### config.mk
export PLATFORM = sky130hd
export DESIGN_NAME = timer_ctrl
export DESIGN_NICKNAME = d
export VERILOG_FILES = /design/src/rtl/timer_ctrl.sv
export SDC_FILE = /design/constraint.sdc
export NUM_CORES = 1
export LEC_CHECK = 0
export CORE_AREA = 4 4 73 143
export CTS_CLUSTER_SIZE = 16
export DETAILED_ROUTE_END_ITERATION = 10
export DIE_AREA = 0 0 77 147
export GPL_ROUTABILITY_DRIVEN = 0
export GPL_TIMING_DRIVEN = 0
export MAX_ROUTING_LAYER = met4
export PLACE_DENSITY = 0.72
export SYNTH_ARGS = -nofsm -noshare
export SYNTH_HDL_FRONTEND = slang
export SYNTH_SLANG_ARGS = --single-unit
### constraint.sdc
create_clock -name clk_i -period 2.51 [get_ports clk_i]
set_input_delay 0.251 -clock clk_i [delete_from_list [all_inputs] [get_ports clk_i]]
set_output_delay 0.251 -clock clk_i [all_outputs]
set_load 0.005 [all_outputs]
### src/rtl/timer_ctrl.sv
// Programmable interval timer with a prescaler, a compare match, periodic and
// one-shot modes, a level interrupt and a small register read/write port.
module timer_ctrl #(
  parameter logic [15:0] PRESC_RST = 16'd0,
  parameter logic [15:0] CMP_RST   = 16'hFFFF
) (
  input  logic        clk_i,
  input  logic        rst_ni,
  input  logic        wr_en_i,
  input  logic        rd_en_i,
  input  logic [1:0]  addr_i,
  input  logic [15:0] wdata_i,
  output logic [15:0] rdata_o,
  input  logic        irq_ack_i,
  output logic        irq_o,
  output logic        running_o
);

  localparam int unsigned DW = 16;
  localparam int unsigned AW = 2;
  localparam int unsigned CW = 3;

  localparam logic [AW-1:0] ADDR_CTRL  = AW'(0);
  localparam logic [AW-1:0] ADDR_PRESC = AW'(1);
  localparam logic [AW-1:0] ADDR_CMP   = AW'(2);
  localparam logic [AW-1:0] ADDR_COUNT = AW'(3);

  // CTRL bit positions
  localparam int unsigned EN_BIT  = 0;
  localparam int unsigned PER_BIT = 1;
  localparam int unsigned IRQ_BIT = 2;

  typedef enum logic [1:0] {
    IDLE = 2'b00,
    RUN  = 2'b01,
    DONE = 2'b10
  } state_e;

  state_e         state_q, state_d;
  logic [CW-1:0]  ctrl_q, ctrl_d;
  logic [DW-1:0]  presc_q, presc_d;
  logic [DW-1:0]  cmp_q, cmp_d;
  logic [DW-1:0]  count_q, count_d;
  logic [DW-1:0]  pcnt_q, pcnt_d;
  logic           pending_q, pending_d;
  logic           irq_q, irq_d;
  logic           running_q, running_d;
  logic [DW-1:0]  rdata_q, rdata_d;

  logic wr_ctrl_c, wr_presc_c, wr_cmp_c, wr_count_c;
  logic stop_c, presc_hit_c, tick_c, match_c;

  // Decode writes and derive the prescaler tick / compare match for this cycle
  always_comb begin
    wr_ctrl_c   = wr_en_i && (addr_i == ADDR_CTRL);
    wr_presc_c  = wr_en_i && (addr_i == ADDR_PRESC);
    wr_cmp_c    = wr_en_i && (addr_i == ADDR_CMP);
    wr_count_c  = wr_en_i && (addr_i == ADDR_COUNT);
    stop_c      = wr_ctrl_c && !wdata_i[EN_BIT];
    presc_hit_c = (pcnt_q >= presc_q);
    // A COUNT load or a disable in the same cycle suppresses the tick
    tick_c      = (state_q == RUN) && presc_hit_c && !wr_count_c && !stop_c;
    match_c     = tick_c && (count_q == cmp_q);
  end

  // FSM state register
  always_ff @(posedge clk_i or negedge rst_ni) begin
    if (!rst_ni) begin
      state_q <= IDLE;
    end else begin
      state_q <= state_d;
    end
  end

  // FSM next-state: register writes take priority over a one-shot completion
  always_comb begin
    state_d = state_q;
    if (stop_c) begin
      state_d = IDLE;
    end else if (wr_ctrl_c && (state_q != RUN)) begin
      state_d = RUN;
    end else if (match_c && !ctrl_q[PER_BIT]) begin
      state_d = DONE;
    end
  end

  // FSM outputs and datapath next values
  always_comb begin
    ctrl_d    = ctrl_q;
    presc_d   = presc_q;
    cmp_d     = cmp_q;
    count_d   = count_q;
    pcnt_d    = pcnt_q;
    pending_d = pending_q;
    rdata_d   = rdata_q;

    // Prescaler runs only in RUN; reaching PRESC wraps it and yields a tick
    if (state_q == RUN) begin
      pcnt_d = presc_hit_c ? '0 : pcnt_q + DW'(1);
    end

    if (irq_ack_i) begin
      pending_d = 1'b0;
    end

    // Tick: advance COUNT or handle the compare match (match beats ack)
    if (tick_c) begin
      if (match_c) begin
        pending_d = 1'b1;
        if (ctrl_q[PER_BIT]) begin
          count_d = '0;
        end else begin
          ctrl_d[EN_BIT] = 1'b0;
        end
      end else begin
        count_d = count_q + DW'(1);
      end
    end

    if (wr_ctrl_c) begin
      if (wdata_i[EN_BIT] && (state_q == RUN)) begin
        ctrl_d[IRQ_BIT:PER_BIT] = wdata_i[IRQ_BIT:PER_BIT];
      end else begin
        ctrl_d = wdata_i[CW-1:0];
        if (wdata_i[EN_BIT]) begin
          pcnt_d  = '0;
          count_d = '0;
        end
      end
    end

    if (wr_presc_c) begin
      presc_d = wdata_i;
    end

    if (wr_cmp_c) begin
      cmp_d = wdata_i;
    end

    if (wr_count_c) begin
      count_d = wdata_i;
      pcnt_d  = '0;
    end

    // Reads see the pre-write register values
    if (rd_en_i) begin
      case (addr_i)
        ADDR_CTRL:  rdata_d = {10'd0, pending_q, state_q, ctrl_q};
        ADDR_PRESC: rdata_d = presc_q;
        ADDR_CMP:   rdata_d = cmp_q;
        default:    rdata_d = count_q;
      endcase
    end

    running_d = (state_d == RUN);
    irq_d     = pending_d && ctrl_d[IRQ_BIT];
  end

  // Datapath and output registers
  always_ff @(posedge clk_i or negedge rst_ni) begin
    if (!rst_ni) begin
      ctrl_q    <= '0;
      presc_q   <= PRESC_RST;
      cmp_q     <= CMP_RST;
      count_q   <= '0;
      pcnt_q    <= '0;
      pending_q <= 1'b0;
      irq_q     <= 1'b0;
      running_q <= 1'b0;
      rdata_q   <= '0;
    end else begin
      ctrl_q    <= ctrl_d;
      presc_q   <= presc_d;
      cmp_q     <= cmp_d;
      count_q   <= count_d;
      pcnt_q    <= pcnt_d;
      pending_q <= pending_d;
      irq_q     <= irq_d;
      running_q <= running_d;
      rdata_q   <= rdata_d;
    end
  end

  assign rdata_o   = rdata_q;
  assign irq_o     = irq_q;
  assign running_o = running_q;

endmodule

**Word level (Yosys, flattened, before mapping)**

Index checks and enable logic that the tools add are counted.

- Register bits after elaboration: 88
- Input port bits: 23
- Output and inout port bits: 18

- Add/subtract/negate cells: 2
- Order comparisons: 1
- Equality and inequality tests: 7
- Muxes and demuxes: 25
- Reduce and logical (&&, ||, !) cells: 18

Operators with widths:

| kind | count |
|---|---|
| 2-to-1 mux 16 bit | 13 |
| one-hot mux 16 bit (3 select lines) | 1 |
| adder 16 x 1 -> 16 bit, second input constant | 2 |
| == test 16 bit | 1 |
| greater-or-equal comparator 16 bit | 1 |
| logical AND 1 bit | 13 |
| 2-to-1 mux 1 bit | 7 |
| == test 2 x 1 -> 1 bit, second input constant | 3 |
| 2-to-1 mux 2 bit | 3 |
| == test 2 bit, second input constant | 2 |
| zero test 1 bit | 4 |
| 2-to-1 mux 3 bit | 1 |
| zero test 2 bit | 1 |
| != test 2 x 1 -> 1 bit, second input constant | 1 |

**Longest topological paths before layout**

Gate-level depths: netlist (run 1).

- Depth in word-level cells: 12
- Gate-level depth with buffers: 11
- Mapped depth without buffers: 9

**Worst setup path before layout (run 1)**

OpenSTA, ideal clock, no wires.

- Path kind: reg-to-reg
- From: reg pcnt_q[0]
- To: reg count_q[3]
- Library setup time: 116 ps
- Data arrival time: 2,267 ps
- Required time: 2,394 ps
- Path slack: 128 ps
- Cell stages (with the launch flop): 12
- Cells stage by stage: dfrtp_1 -> inv_1 -> ha_1 -> nand2b_1 -> a2111oi_0 -> o21ai_0 -> a2111o_1 -> buf_2 -> nand3_2 -> buf_4 -> o211ai_1 -> o311ai_0

- Word-level cells in the longest chain between the ends: 11

RTL lines:

| item | line | text |
|---|---|---|
| start: declaration | 44 | `logic [DW-1:0] pcnt_q, pcnt_d;` |
| start signal: assignment | 176 | `pcnt_q <= pcnt_d;` |
| greater-or-equal comparator 16 bit * | 60 | `presc_hit_c = (pcnt_q >= presc_q);` |
| logical AND 1 bit * (3 in series) | 62 | `tick_c = (state_q == RUN) && presc_hit_c && !wr_count_c && !stop_c;` |
| logical AND 1 bit | 63 | `match_c = tick_c && (count_q == cmp_q);` |
| 2-to-1 mux 16 bit | 108 | `if (match_c) begin` |
| 2-to-1 mux 16 bit * | 107 | `if (tick_c) begin` |
| 2-to-1 mux 16 bit | 125 | `if (wdata_i[EN_BIT]) begin` |
| 2-to-1 mux 16 bit | 121 | `if (wdata_i[EN_BIT] && (state_q == RUN)) begin` |
| 2-to-1 mux 16 bit * | 120 | `if (wr_ctrl_c) begin` |
| 2-to-1 mux 16 bit * | 140 | `if (wr_count_c) begin` |
| via count_d[3] | 43 | `logic [DW-1:0] count_q, count_d;` |
| end signal: assignment | 175 | `count_q <= count_d;` |
| end: declaration | 43 |  |

The timed path passes the listed nets; every way through them passes the cells marked *.
A chain may end at the register's enable or synchronous reset.

**Worst setup path in the final report (run 1)**

- From: reg presc_q[5]
- To: reg irq_q (netlist: irq_o)

- Word-level cells in the longest chain between the ends: 8

RTL lines:

| item | line | text |
|---|---|---|
| start: declaration | 41 | `logic [DW-1:0] presc_q, presc_d;` |
| start signal: assignment | 173 | `presc_q <= presc_d;` |
| greater-or-equal comparator 16 bit * | 60 |  |
| logical AND 1 bit * (3 in series) | 62 |  |
| logical AND 1 bit | 63 |  |
| 2-to-1 mux 1 bit | 108 |  |
| 2-to-1 mux 1 bit * | 107 |  |
| via pending_d | 45 | `logic pending_q, pending_d;` |
| logical AND 1 bit * | 156 | `irq_d = pending_d && ctrl_d[IRQ_BIT];` |
| via irq_d | 46 | `logic irq_q, irq_d;` |
| end signal: assignment | 178 | `irq_q <= irq_d;` |
| end: declaration | 46 |  |

Marked as above.

==> results.txt, run 1 <==
CTS tree - yes
Die Span Y - 147 µm
IO buf count - 38
cell at the slowest stage of the critical path - dfrtp_2
Final Hold Viols - 0
# DRC - 0
period utilisation layout - 97.2%
Critical path origin - presc_q[5]
DRT Pass-1 Iters - 5
Antenna Nets Post-Route - 0
core footprint - 9320 µm²
drt wl/cell - 19.0 µm
Critical Path RT - 2.74 ns
total number of vias - 3,802
layout filler cell count - 769
DP Area - 5380 µm²
area grow syn2layout - 21.6%
Nets - 570
status - complete, no violations
Pwr Density - 733 nW/µm²
reg2reg start - presc_q[5]
post-layout util - 63.2%
Final WS setup - 0.0710 ns
Via density - 5.96
most frequent cells in the layout - dfrtp_1, nand2_1, nor2_1
synthesized instance count - 473
Worst Skew - 0.00702 ns
worst-path maximum fanout - 7
worst-path cell chain - inv_2 > ha_4 > or3_4 > a21oi_2 > nor3_2 > a2111o_1 > buf_6 > buf_4 > nand3_1 > o21ai_1 > and2_1
hold path startpoint - wdata_i[0]
kind of critical path - reg -> reg
cell family with most CP delay - compound AO/OA/AOI/OAI gates
CP arrival - 2.67 ns
shortest period the worst path allows - 2.44 ns
CTS Buf Count - 9
Worst-path clk slew - 0.06 ns
Synthesis Warnings - 0
number of global-route vias before repair - 4,025
Buf/Inv on CP - 3
Pleak - 2.45 nW
syn avg cell area - 10.2 µm²
fin area - 5890 µm²
mapped cell area - 4840 µm²
IO Count - 41
post-synth cell types - 54
relative slew slack - 53.9%
Die Area - 11,300 µm²
Setup TNS - 0 ns
Max Freq - 410 MHz
Final Instance Count excl. Fillers - 638
Syn Nets - 514
clock root buffer master - clkbuf_16
flops & latches, synth - 88
maximum VDD drop - 0.501 mV
unrepaired setup endpoints after global routing - no
Hold Crit Class - in -> reg
total power - 4.32 mW
pre-CTS setup slack - -0.245 ns
Post-Route WL - 12,100 µm
Initial Util - 52.0%
initial DRC count - 207
GRT Util Overall - 23.6%
Fin Hold WS - 0.337 ns
cell total after placement - 616
Worst setup EP type - flip-flop
Primary FF master, synth - dfrtp_1
first-pass GRT wire length - 20,200 µm
commonest non-fill, non-tap cell in the layout - dfrtp_1
DP Wirelength - 9230 µm
layout cells sized above 1 - 21.5%
largest net degree at the start of global routing - 48
row count - 50
crit path launch type - flip-flop
Clock Sink Count - 88
chip width - 77 µm
setup violators final - 0
Max Cap Viol - 0
worst-margin pin slew - 0.692 ns
grt ovf - 0
Post-synth ARST share - 100%
n_diodes - 0
initial antenna violation count - 0
sequential-to-total area share from yosys stat - 45.9%
EDFF count, synth - 0
Crit path largest cell delay - 0.45 ns
Clock Latency Late Sink - 0.34 ns
Longest Clk Path Bufs - 2
max-slew violations - 0
htree depth - 3
sequential cells by signal, indices dropped and copies added, names as in the netlist:
| name | flops |
|---|---|
| cmp_q | 16 |
| count_q | 16 |
| pcnt_q | 16 |
| presc_q | 16 |
| rdata_o | 16 |
| ctrl_q | 3 |
| state_q | 2 |
| irq_o | 1 |
| pending_q | 1 |
| running_o | 1 |
logic make-up after synthesis:
| family | synth area share (%) |
|---|---|
| DFF | 45.9 |
| and+or+nand+nor | 16.1 |
| AOI/OAI and AO/OA | 11.4 |
| xor gates and xnor gates | 5.79 |
| adders and majority gates | 4.65 |
| muxes | 12.0 |
| buffers and inverters | 4.16 |
worst register-to-register path: cells and delay by family, from the launching register on:
| kind | cells | cell delay [ns] |
|---|---|---|
| compound gates | 3 | 0.68 |
| fa+ha+maj | 1 | 0.19 |
| buf+inv | 3 | 0.40 |
| flops | 1 | 0.45 |
| simple gates | 4 | 0.61 |
report_power, final:
group          switching (mW)  internal (mW)
clock network           0.529          0.925
logic                   0.459          0.524
registers               0.202           1.68
path summary, 6_finish.rpt:
check / endpoint / slack [ns] / cells past startpoint
worst max-delay path: irq_o / 0.07 / 11
worst max register to register: irq_o / 0.07 / 11
max in group asynchronous: cmp_q[12] / 1.39 / 3
worst min register to register: presc_q[15] / 0.51 / 1
worst min-delay path: state_q[1] / 0.34 / 3
min in group asynchronous: rdata_o[2] / 0.44 / 2
cells in the mapped netlist (all sizes together) (2+ instances only):
library cell | n | share of area [%]
a21o | 2 | 0.31
a21oi | 18 | 1.9
a22oi | 10 | 1.5
a31oi | 2 | 0.39
and2 | 2 | 0.26
and3 | 5 | 0.65
buf | 12 | 1.2
clkbuf | 14 | 1.1
dfrtp | 72 | 37
dfstp | 16 | 8.7
ha | 18 | 4.7
inv | 24 | 1.9
mux2 | 38 | 8.8
mux2i | 2 | 0.41
mux4 | 6 | 2.8
nand2 | 53 | 4.2
nand2b | 2 | 0.26
nand3 | 19 | 2.1
nand3b | 2 | 0.31
nand4 | 14 | 1.8
nand4b | 2 | 0.36
nor2 | 40 | 3.1
nor2b | 2 | 0.26
nor3 | 6 | 0.62
nor3b | 2 | 0.54
o211ai | 11 | 1.7
o21a | 3 | 0.46
o21ai | 13 | 1.3
o311ai | 10 | 1.8
or3 | 3 | 0.39
or3b | 2 | 0.36
or4 | 3 | 0.46
xnor2 | 25 | 4.5
xor2 | 7 | 1.3
repair_timing:
action | CTS | global route
endpoints found under the setup margin | 31 | 33
pin swaps | 2 | 11
buffers inserted | 5 | 0
gates resized for setup | 16 | 20
hold buffers | 1 | 0
cloned | 0 | 1
endpoints found under the hold margin | 33 | 0
routing by layer:
metal / share of wire (%) / wire length, µm / vias to the layer above / track usage (%)
met3: 3.6 / 434 / 52 / 3.56
met1: 37 / 4490 / 1834 / 25.1
met5: 0 / 0 / - / -
li1: - / - / 1801 / -
met4: 8.9 / 1070 / 0 / 19.3
met2: 50 / 6100 / 115 / 38.5
final cells by class:
class | count | area [µm²] | share of cell area, %
clock buffer | 13 | 260 | 4.42
timing repair buffer | 46 | 473 | 8.03
buffer | 25 | 125 | 2.12
sequential | 88 | 2220 | 37.8
multi-input combinational | 335 | 2520 | 42.8
inverter | 24 | 90.1 | 1.53
tap | 104 | 130 | 2.21
clock inverter | 3 | 65.1 | 1.10
Power figures use the tool's default switching activity.
==> run 2: changes to the inputs <==
==> constraint.sdc (replaced) <==
create_clock -name clk_i -period 2.51 [get_ports clk_i]
set_input_delay 0.251 -clock clk_i [delete_from_list [all_inputs] [get_ports clk_i]]
set_output_delay 0.251 -clock clk_i [all_outputs]
set_load 0.01 [all_outputs]
==> results of run 2 <==
Same layout as run 1 (identical final DEF). Status: complete, no violations.
Main changes from that run: total power 4.32 mW -> 4.34 mW
==> run 3: changes to the inputs <==
--- a/config.mk
+++ b/config.mk
@@ -12,7 +12,8 @@
 export GPL_ROUTABILITY_DRIVEN = 0
 export GPL_TIMING_DRIVEN = 0
 export MAX_ROUTING_LAYER = met4
-export PLACE_DENSITY = 0.72
+export PLACE_DENSITY = 0.87
+export SLEW_MARGIN = 20
 export SYNTH_ARGS = -nofsm -noshare
 export SYNTH_HDL_FRONTEND = slang
 export SYNTH_SLANG_ARGS = --single-unit
==> run 3 against run 2 <==
First-iteration DRC count increased by 96%. Clock skew rose by 0.0027 ns. Flip-flop and latch count unchanged. Maximum frequency is 1.8% lower. Routed wire length grew 14%. Critical path depth fell by 1. Register-to-register slack got worse by 0.04 ns. Total power decreased by 2.7%. Combinational power up 6%. Critical endpoint is now count_q[4].
==> results.txt, run 3 (same netlist as run 1, synthesis figures left out) <==
core footprint - 9320 µm² (unchanged)
Hold Crit Class - in -> reg
relative slew slack - 53.1% (-0.73 points)
Top Metal Used - met4
Setup TNS - 0 ns (unchanged)
IO buf count - 38 (unchanged)
Max Cap Viol - 0 (unchanged)
met3 WL - 707 µm (+63%)
crit path launch type - flip-flop
commonest non-fill, non-tap cell in the layout - dfrtp_1
GRT Util Overall - 25.5% (+1.9 points)
Nets - 572 (+0.35%)
maximum VDD drop - 0.427 mV
Pwr Density - 720 nW/µm²
area grow syn2layout - 20.8%
CTS Buf Count - 9 (unchanged)
first-pass GRT wire length - 21,600 µm (+7.3%)
unrepaired setup endpoints after global routing - yes
htree depth - 3 (unchanged)
DRT Pass-1 Iters - 5 (unchanged)
worst-path maximum fanout - 8 (+1)
Post-Route WL - 13,800 µm (+14%)
CP arrival - 2.71 ns (+0.04 ns)
layout filler cell count - 687 (-11%)
Max Freq - 403 MHz (-1.8%)
largest net degree at the start of global routing - 55 (+15%)
chip width - 77 µm (unchanged)
post-layout util - 62.8% (-0.40 points)
Die Span Y - 147 µm (unchanged)
setup violators final - 0 (unchanged)
Worst Skew - 0.00973 ns (+0.00271 ns)
status - complete, no violations
initial DRC count - 405 (+96%)
DP Wirelength - 9550 µm (+3.6%)
# DRC - 0 (unchanged)
M1 WL - 4750 µm (+5.9%)
Crit path largest cell delay - 0.39 ns (-0.06 ns)
grt ovf - 0 (unchanged)
drt wl/cell - 21.5 µm (+14%)
Critical Path RT - 2.73 ns (about the same)
row count - 50 (unchanged)
most frequent cells in the layout - dfrtp_1, nand2_1, nor2_1
initial antenna violation count - 0 (unchanged)
period utilisation layout - 98.9% (+1.8 points)
metal2 WL - 7450 µm (+22%)
worst-margin pin slew - 0.703 ns (+0.0110 ns)
Antenna Nets Post-Route - 0 (unchanged)
Clock Sink Count - 88 (unchanged)
kind of critical path - reg -> reg
cell at the slowest stage of the critical path - a2111o_1
Worst-path clk slew - 0.06 ns (about the same)
Final Hold Viols - 0 (unchanged)
Die Area - 11,300 µm² (unchanged)
layout cells sized above 1 - 21.5% (-0.080 points)
number of global-route vias before repair - 4,157 (+3.3%)
Clock Latency Late Sink - 0.34 ns (about the same)
clock root buffer master - clkbuf_16
Fin Hold WS - 0.345 ns (+0.00840 ns)
total number of vias - 4,043 (+6.3%)
fin area - 5850 µm² (-0.64%)
Pleak - 2.43 nW (-0.93%)
Longest Clk Path Bufs - 2 (unchanged)
Via density - 6.32 (+6.0%)
CTS tree - yes
shortest period the worst path allows - 2.48 ns (+0.0447 ns)
Initial Util - 52.0% (unchanged)
max-slew violations - 0 (unchanged)
total power - 4.22 mW
Worst setup EP type - flip-flop
worst-path cell chain - inv_1 > ha_1 > nand2b_4 > a2111oi_4 > o21ai_1 > a2111o_1 > buf_6 > a31oi_4 > o211ai_1 > o311ai_1
DP Area - 5370 µm² (-0.14%)
IO Count - 41 (unchanged)
n_diodes - 0 (unchanged)
-- run 3: cell count changes in the layout (fill, tap and decap cells not counted), sizes merged --
cell and delta:
inv +1, clkinvlp +2, bufinv -2, clkbuf -4
buf +5
-- run 3: routing by layer --
layer,GRT usage (%),up-vias
li1,-,1799
met1,26.2,1960
met2,44.6,208
met3,4.29,76
met4,16.0,0
met5,-,-
-- run 3: cell type report --
class,count,area (µm²),share of cell area [%]
plain buffers,23,123,2.09
clock buffers,12,246,4.21
clock inverters,4,28.8,0.492
inverters,24,90.1,1.54
multi-input cells,335,2530,43.2
flip-flops and latches,88,2220,38.0
well taps,104,130,2.22
repair buffers,50,483,8.25
-- run 3: power by group --
part | switching (mW) | internal, mW
logic | 0.517 | 0.539
registers | 0.228 | 1.68
clock network | 0.556 | 0.701
total | 1.30 | 2.92
-- run 3: path summary, 6_finish.rpt --
kind                       depth (start not counted)        start  slack, ns     endpoint
setup / recovery                                  10    pcnt_q[0]       0.03   count_q[4]
hold reg to reg                                    1  presc_q[12]       0.51  presc_q[12]
max in group asynchronous                          3       rst_ni       1.29    cmp_q[15]
hold / removal                                     3   wdata_i[0]       0.35   state_q[1]
min in group asynchronous                          2       rst_ni       0.51   rdata_o[1]
setup reg to reg                                  10    pcnt_q[0]       0.03   count_q[4]
-- run 3: what timing repair did --
action	CTS	global route
pin swaps	4	12
hold buffers	1	0
resized for setup	12	21
hold endpoints to repair	42	0
endpoints found under the setup margin	31	22
setup buffers	4	6
-- run 3: per-stage QoR --
stage | setup WS [ns] | std cells
after detailed placement | -0.250 | 616
after global routing | -0.0456 | 640
after global placement | -1.78 | 615
final | 0.0264 | 640
after CTS | -0.00909 | 637
after floorplan | 0.128 | 473
-- run 3: critical path, delay by kind of cell (launching register included) --
kind | cells | cell delay [ns]
AO/OA/AOI/OAI | 6 | 1.36
adder cells (fa/ha/maj) | 1 | 0.29
buffers and inverters | 2 | 0.21
flip-flops | 1 | 0.35
AND/OR/NAND/NOR | 1 | 0.15
